==> config.mk <==
export PLATFORM = sky130hd
export DESIGN_NAME = seq_shift_add_mult_flat
export DESIGN_NICKNAME = d
export VERILOG_FILES = /design/src/rtl/seq_shift_add_mult_if.sv /design/src/rtl/seq_shift_add_mult.sv /design/src/flat_wrapper.sv
export SDC_FILE = /design/constraint.sdc
export NUM_CORES = 1
export LEC_CHECK = 0
export CAP_MARGIN = 30
export CELL_PAD_IN_SITES_DETAIL_PLACEMENT = 2
export CELL_PAD_IN_SITES_GLOBAL_PLACEMENT = 2
export CORE_ASPECT_RATIO = 0.5
export CORE_MARGIN = 2
export CORE_UTILIZATION = 34
export CTS_CLUSTER_DIAMETER = 60
export CTS_CLUSTER_SIZE = 20
export DETAILED_ROUTE_END_ITERATION = 8
export GPL_TIMING_DRIVEN = 1
export PLACE_DENSITY_LB_ADDON = 0.1
export SYNTH_ARGS = -nofsm -noshare
export SYNTH_HDL_FRONTEND = slang
export SYNTH_SLANG_ARGS = --single-unit
==> constraint.sdc <==
create_clock -name clk -period 8.21 [get_ports clk]
set_input_delay 2.463 -clock clk [delete_from_list [all_inputs] [get_ports clk]]
set_output_delay 2.463 -clock clk [all_outputs]
set_load 0.005 [all_outputs]
==> src/rtl/seq_shift_add_mult_if.sv <==
// Handshake and operand/result bundle for the sequential shift-add multiplier.
// master: requester (drives start and operands, observes busy/done/product).
// slave : multiplier core (observes start and operands, drives busy/done/product).
interface seq_shift_add_mult_if #(
  parameter int unsigned WIDTH = 32
);
  logic               start;
  logic [WIDTH-1:0]   multiplicand;
  logic [WIDTH-1:0]   multiplier;
  logic               busy;
  logic               done;
  logic [2*WIDTH-1:0] product;

  modport master (
    output start, multiplicand, multiplier,
    input  busy, done, product
  );

  modport slave (
    input  start, multiplicand, multiplier,
    output busy, done, product
  );
endinterface

==> src/rtl/seq_shift_add_mult.sv <==
// Unsigned sequential shift-add multiplier: one add/shift iteration per clock,
// WIDTH iterations per operation, one-cycle done strobe, product held until
// the next completion. Feeds the HI/LO result path.
// Ports:
//   clk  - system clock, rising edge
//   rst  - asynchronous active-high reset
//   bus  - slave side of seq_shift_add_mult_if
//          (start, multiplicand, multiplier in; busy, done, product out)
module seq_shift_add_mult #(
  parameter int unsigned WIDTH = 32,
  parameter int unsigned CNT_W = 6
) (
  input  logic                  clk,
  input  logic                  rst,
  seq_shift_add_mult_if.slave   bus
);
  localparam int unsigned PW = 2 * WIDTH;

  typedef enum logic [1:0] {
    IDLE = 2'd0,
    CALC = 2'd1,
    DONE = 2'd2
  } state_t;

  state_t           state;
  logic [WIDTH-1:0] a_q;
  logic [PW:0]      p_q;        // partial product with carry in bit PW
  logic [CNT_W-1:0] cnt_q;
  logic             busy_q;
  logic             done_q;
  logic [PW-1:0]    product_q;

  logic [WIDTH:0]   sum_c;
  logic [PW:0]      p_add_c;
  logic [PW:0]      p_shift_c;

  // One iteration: conditional add into the upper half, then shift right.
  always_comb begin
    sum_c     = {1'b0, p_q[PW-1:WIDTH]} + {1'b0, a_q};
    p_add_c   = p_q;
    if (p_q[0]) begin
      p_add_c = {sum_c, p_q[WIDTH-1:0]};
    end
    p_shift_c = p_add_c >> 1;
  end

  // Control FSM and datapath registers.
  always_ff @(posedge clk or posedge rst) begin
    if (rst) begin
      state     <= IDLE;
      a_q       <= '0;
      p_q       <= '0;
      cnt_q     <= '0;
      busy_q    <= 1'b0;
      done_q    <= 1'b0;
      product_q <= '0;
    end else begin
      case (state)
        IDLE: begin
          if (bus.start) begin
            a_q    <= bus.multiplicand;
            p_q    <= {1'b0, {WIDTH{1'b0}}, bus.multiplier};
            cnt_q  <= CNT_W'(WIDTH);
            busy_q <= 1'b1;
            state  <= CALC;
          end
        end
        CALC: begin
          p_q <= p_shift_c;
          if (cnt_q != '0) begin
            cnt_q <= cnt_q - CNT_W'(1);
          end
          // Last iteration: publish the shifted result directly.
          if (cnt_q == CNT_W'(1)) begin
            product_q <= p_shift_c[PW-1:0];
            done_q    <= 1'b1;
            state     <= DONE;
          end
        end
        DONE: begin
          done_q <= 1'b0;
          busy_q <= 1'b0;
          state  <= IDLE;
        end
        default: begin
          state <= IDLE;
        end
      endcase
    end
  end

  assign bus.busy    = busy_q;
  assign bus.done    = done_q;
  assign bus.product = product_q;
endmodule

==> src/flat_wrapper.sv <==
// flat-port wrapper written by rule: the top's interface ports become plain ports
module seq_shift_add_mult_flat 
#(
  parameter int unsigned WIDTH = 32,
  parameter int unsigned CNT_W = 6
)
  (clk, rst, bus_start, bus_multiplicand, bus_multiplier, bus_busy, bus_done, bus_product);
  seq_shift_add_mult_if #(.WIDTH(WIDTH)) bus_i ();
  input  logic clk;
  input  logic rst;
  input wire logic [$bits(bus_i.start)-1:0] bus_start;
  input wire logic [$bits(bus_i.multiplicand)-1:0] bus_multiplicand;
  input wire logic [$bits(bus_i.multiplier)-1:0] bus_multiplier;
  output wire logic [$bits(bus_i.busy)-1:0] bus_busy;
  output wire logic [$bits(bus_i.done)-1:0] bus_done;
  output wire logic [$bits(bus_i.product)-1:0] bus_product;
  assign bus_i.start = bus_start;
  assign bus_i.multiplicand = bus_multiplicand;
  assign bus_i.multiplier = bus_multiplier;
  assign bus_busy = bus_i.busy;
  assign bus_done = bus_i.done;
  assign bus_product = bus_i.product;
  seq_shift_add_mult #(.WIDTH(WIDTH), .CNT_W(CNT_W)) u_core (.clk(clk), .rst(rst), .bus(bus_i));
endmodule
After elaboration in Yosys (flattened, before gate mapping)
Cells that the tools add are included.
{"block": "word_totals", "register_bits": 171, "inputBits": 67, "output_inout_bits": 66, "word_cells": 40}
{"block": "op_classes", "n_addsub": 2, "eq_ne": 6, "mux": 13, "n_reduce_logical": 12}
{"operator": "$mux W65", "n": 2}
{"operator": "$pmux W65 S2", "n": 1}
{"operator": "$add A32 B32 Y33", "n": 1}
{"operator": "$mux W6", "n": 2}
{"operator": "$pmux W6 S2", "n": 1}
{"operator": "$reduce_and A2 Y1", "n": 6}
{"operator": "$eq A6 B1 Y1 const B", "n": 1}
{"operator": "$reduce_bool A2 Y1", "n": 3}
{"operator": "$reduce_bool A6 Y1", "n": 1}
{"operator": "$sub A6 B1 Y6 const B", "n": 1}
{"operator": "$mux W2", "n": 2}
{"operator": "$ne A2 B1 Y1 const B", "n": 2}
{"operator": "$pmux W1 S2", "n": 2}
{"operator": "$pmux W2 S2", "n": 1}
{"operator": "$reduce_and A3 Y1", "n": 1}
{"operator": "$eq A2 B1 Y1 const B", "n": 1}
{"operator": "$eq A2 B2 Y1 const B", "n": 1}
{"operator": "$logic_not A2 Y1", "n": 1}
{"operator": "$mux W1", "n": 2}
{"operator": "$ne A2 B2 Y1 const B", "n": 1}

Longest topological paths before layout
{"block": "logic_depth", "depth_word": 3, "depth_mapped": 10, "depth_no_buf": 10}

Worst setup path before layout
No wires, ideal clock.
{"block": "synth_path", "path_kind": "input -> register", "start": "in bus_start", "end": "reg u_core.a_q[0]", "setup_time_ps": 125, "t_arrival_ps": 3946, "t_required_ps": 8085, "setup_slack_ps": 4139, "path_stages": 5, "path_buffers": 2, "cell_sequence": "clkbuf_1 > nand2_1 > nor2_1 > clkbuf_1 > mux2_2"}
{"block": "synth_between", "elab_chain_len": 1}
{"item": "start, declared", "line": "flat_wrapper.sv:11", "source": "input wire logic [$bits(bus_i.start)-1:0] bus_start;"}
{"item": "$reduce_and A2 Y1 (no source line)"}
{"item": "end signal, assigned", "line": "seq_shift_add_mult.sv:61", "source": "a_q <= bus.multiplicand;"}
{"item": "end, declared", "line": "seq_shift_add_mult.sv:26", "source": "logic [WIDTH-1:0] a_q;"}
No other way between the ends.
A chain may end at the register's enable or synchronous reset.

Worst setup path after layout
{"block": "layout_path", "start": "in bus_start", "end": "reg u_core.cnt_q[5]"}
{"block": "layout_between", "elab_chain_len": 2}
{"item": "$ne A2 B2 Y1 (no source line)"}
{"item": "$reduce_and A3 Y1 (no source line)"}
{"item": "end signal, assigned", "line": "seq_shift_add_mult.sv:63", "source": "cnt_q <= CNT_W'(WIDTH);"}
{"item": "end signal, assigned", "line": "seq_shift_add_mult.sv:71", "source": "cnt_q <= cnt_q - CNT_W'(1);"}
{"item": "end, declared", "line": "seq_shift_add_mult.sv:28", "source": "logic [CNT_W-1:0] cnt_q;"}
No other way between the ends.

==> impl_metrics.tcl <==
set metrics [dict create \
    postRouteAntennaNets 0 \
    yosys.area_share.simple_pct 13.7 \
    synth_top_cell_by_area "dfrtp_1" \
    yosysWarnings 0 \
    fin_skew_ps 9.46 \
    end_kind "register" \
    slowest_delay_ps 460 \
    drt-initial-drc-count 314 \
    gp_congestion 0.819 \
    synthMuxAreaShare_pct 6.09 \
    post-route-period-util_pct 55.5 \
    drive_gt1_share_pct 10.4 \
    layout_common_cells "nand2_1, dfrtp_1, clkdlybuf4s50_1" \
    viasPerCell 5.44 \
    peakVddDrop_mv 0.206 \
    final_common_cell "nand2_1" \
    period_minus_slack_ps 4560 \
    cp_data_arrival_time_ps 4880 \
    tns_ps 0 \
    port_buffers 132 \
    startpoint_type "input port" \
    fillCellCount 2747 \
    synth_area_leaders "dfrtp_1, nand2_1, ha_1" \
    antenna_found_initial 0 \
    rrSetupSlack_ps 4480 \
    diodes 0 \
    cts_buffers 17 \
    seq_area_frac_synth_pct 47.8 \
    initial_core_util_pct 35.0 \
    crit_start "bus_start" \
    synth-compound-area-share_pct 21.6 \
    drv_cap 0 \
    die_h_um 118 \
    ctsLongestPathBuffers 2 \
    slew_headroom_pct 34.4 \
    cts.clk_slew.worst_paths_ps 70 \
    async_reset_ff_share_pct 100 \
    syn_to_final_growth_pct 25.1 \
    rsz0062_at_grt "false" \
    top_level_ports 133 \
    drc 0 \
    synth_top_family_by_area "compound AO/OA/AOI/OAI gates" \
    reg2reg_depth 8 \
    powerDensity_nw_per_um2 492 \
    wl_per_cell_um 20.7 \
    synth_edf_count 0 \
    synthXorXnorAreaFrac_pct 2.46 \
    cts.htree.levels 4 \
    worst_slew_pin_slew_ps 978 \
    rr_endpoint "u_core.bus.product[52]" \
    cp.required_ps 8530 \
    routed_wl_um 28700 \
    endpoint "u_core.cnt_q[5]" \
    status "complete, no violations" \
    die_w_um 233 \
    clk_latency_ps 450 \
    syn_inst 922 \
    root_buffer "clkbuf_16" \
    hold_class "reg -> reg" \
    crit_slowest_cell "clkdlybuf4s50_1" \
    grt_pass1_vias 8527 \
    grt_pass1_wl_um 47500 \
    num_vias 7546 \
    synthAdderAreaFrac_pct 5.01 \
    critPathTopFamily "buffers and inverters" \
    cts_tree "built" \
    syn_area_um2 8900 \
    drv_slew 0 \
    netlist.area_leader.share_pct 47.8 \
    dieArea_um2 27600 \
    grt_max_degree 64 \
    hold_violations 0 \
    dr.pass1.iters 4 \
    crit_top_cell "buf_4" \
    cts-resized-gates 0 \
    cp_max_fo 35 \
    synth-seq-cells 170 \
    postCtsHoldBufs 0 \
    cp_cell_sequence "clkdlybuf4s50_1 > buf_4 > o21ai_2 > buf_4 > nand2b_1 > or4_1 > nor3_1 > xnor2_1 > o21ai_0" \
    synthFlopType "dfrtp_1" \
    fin_nets 1133 \
    syn_avg_cell_area_um2 9.65 \
    r2r_start "u_core.state[0]" \
    grt_usage_pct 21.9 \
    worstSetupPathType "in -> reg" \
    gr-total-overflow 0 \
    finalPower_mw 5.48 \
    cp_num_buf_inv 3 \
    leakage_nw 4.82 \
    clock.fmax_ghz 0.219 \
    dp_hpwl_um 19800 \
    clock_sinks 170 \
    setup_viol 0 \
    post_cts_buffers 0 \
    rows 41 \
    final_core_util_pct 43.8 \
    coreArea_um2 25400 \
    cp.depth 9 \
    synth_fp_nets 1024 \
    ys_types 79 \
]
## synth_stat cells, types with 7 or more instances
cell type	number
a21o_1	22
a21oi_1	73
a31oi_1	8
and3_1	7
clkbuf_1	36
dfrtp_1	170
ha_1	34
inv_1	8
mux2_2	33
mux2i_1	17
nand2_1	181
nand3_1	17
nor2_1	27
nor3_1	14
o21ai_0	52
o21ai_1	18
o22ai_1	64
xnor2_1	19
## per-stage QoR
stage / setup slack [ps] / hold WS [ps] / instances / area, um^2
finish: 3650 / 478 / 1387 / 11100
global placement: 3250 / 461 / 1353 / 10500
detailed placement: 3180 / 467 / 1356 / 10600
floorplan: 1140 / 470 / 922 / 8900
global route: 3480 / 509 / 1387 / 11100
CTS: 3660 / 485 / 1387 / 11100
## report_power, final
group | internal (mW) | switching (mW) | leakage, nW
clock | 0.459 | 0.365 | 0.283
combinational | 1.34 | 1.73 | 2.49
sequential | 1.26 | 0.334 | 2.04
total | 3.06 | 2.43 | 4.82
## flip-flops by register name, indices dropped and copies added, names as in the netlist
| signal | count |
|---|---|
| u_core.state | 2 |
| u_core.bus.busy | 1 |
| u_core.a_q | 32 |
| u_core.cnt_q | 6 |
| u_core.p_q | 64 |
| u_core.bus.done | 1 |
| u_core.bus.product | 64 |
## worst min path at each step
stage | from | to | cells after the start
6_report | u_core.bus.product[5] | u_core.bus.product[5] | 2
3_3_place_gp | u_core.bus.product[5] | u_core.bus.product[5] | 2
2_1_floorplan | u_core.bus.product[0] | u_core.bus.product[0] | 2
5_1_grt | u_core.bus.product[5] | u_core.bus.product[5] | 2
3_5_place_dp | u_core.bus.product[5] | u_core.bus.product[5] | 2
4_1_cts | u_core.bus.product[5] | u_core.bus.product[5] | 2
## layout make-up
class                           instances  area (um^2)  area share (%)
Clock buffer                           19          443            3.98
Clock inverter                         12          143            1.28
Inverter                               11         46.3           0.416
Multi-Input combinational cell        687         4370            39.2
Sequential cell                       170         4250            38.2
Tap cell                              344          430            3.87
Timing Repair Buffer                  144         1450            13.0
## metal layers
layer / part of all wire (%) / vias to the layer above / GRT usage, %
met4: 0.79 / 0 / 4.58
li1: - / 3549 / -
met2: 48 / 86 / 36.7
met3: 3.0 / 15 / 4.85
met5: 0 / - / 0
met1: 48 / 3896 / 29.0
## tightest hold or removal path, stage by stage (launching register included)
cell	delay [ps]
dfrtp_1	340
nand2_1	50
nand2_1	50
## cells by family after synthesis
logic type	count (synthesis)
compound gates	297
simple gates	280
flops	170
xor+xnor	25
fa+ha+maj	35
mux	50
buf+inv	65
Note: power is estimated with default switching activity, not from simulation.
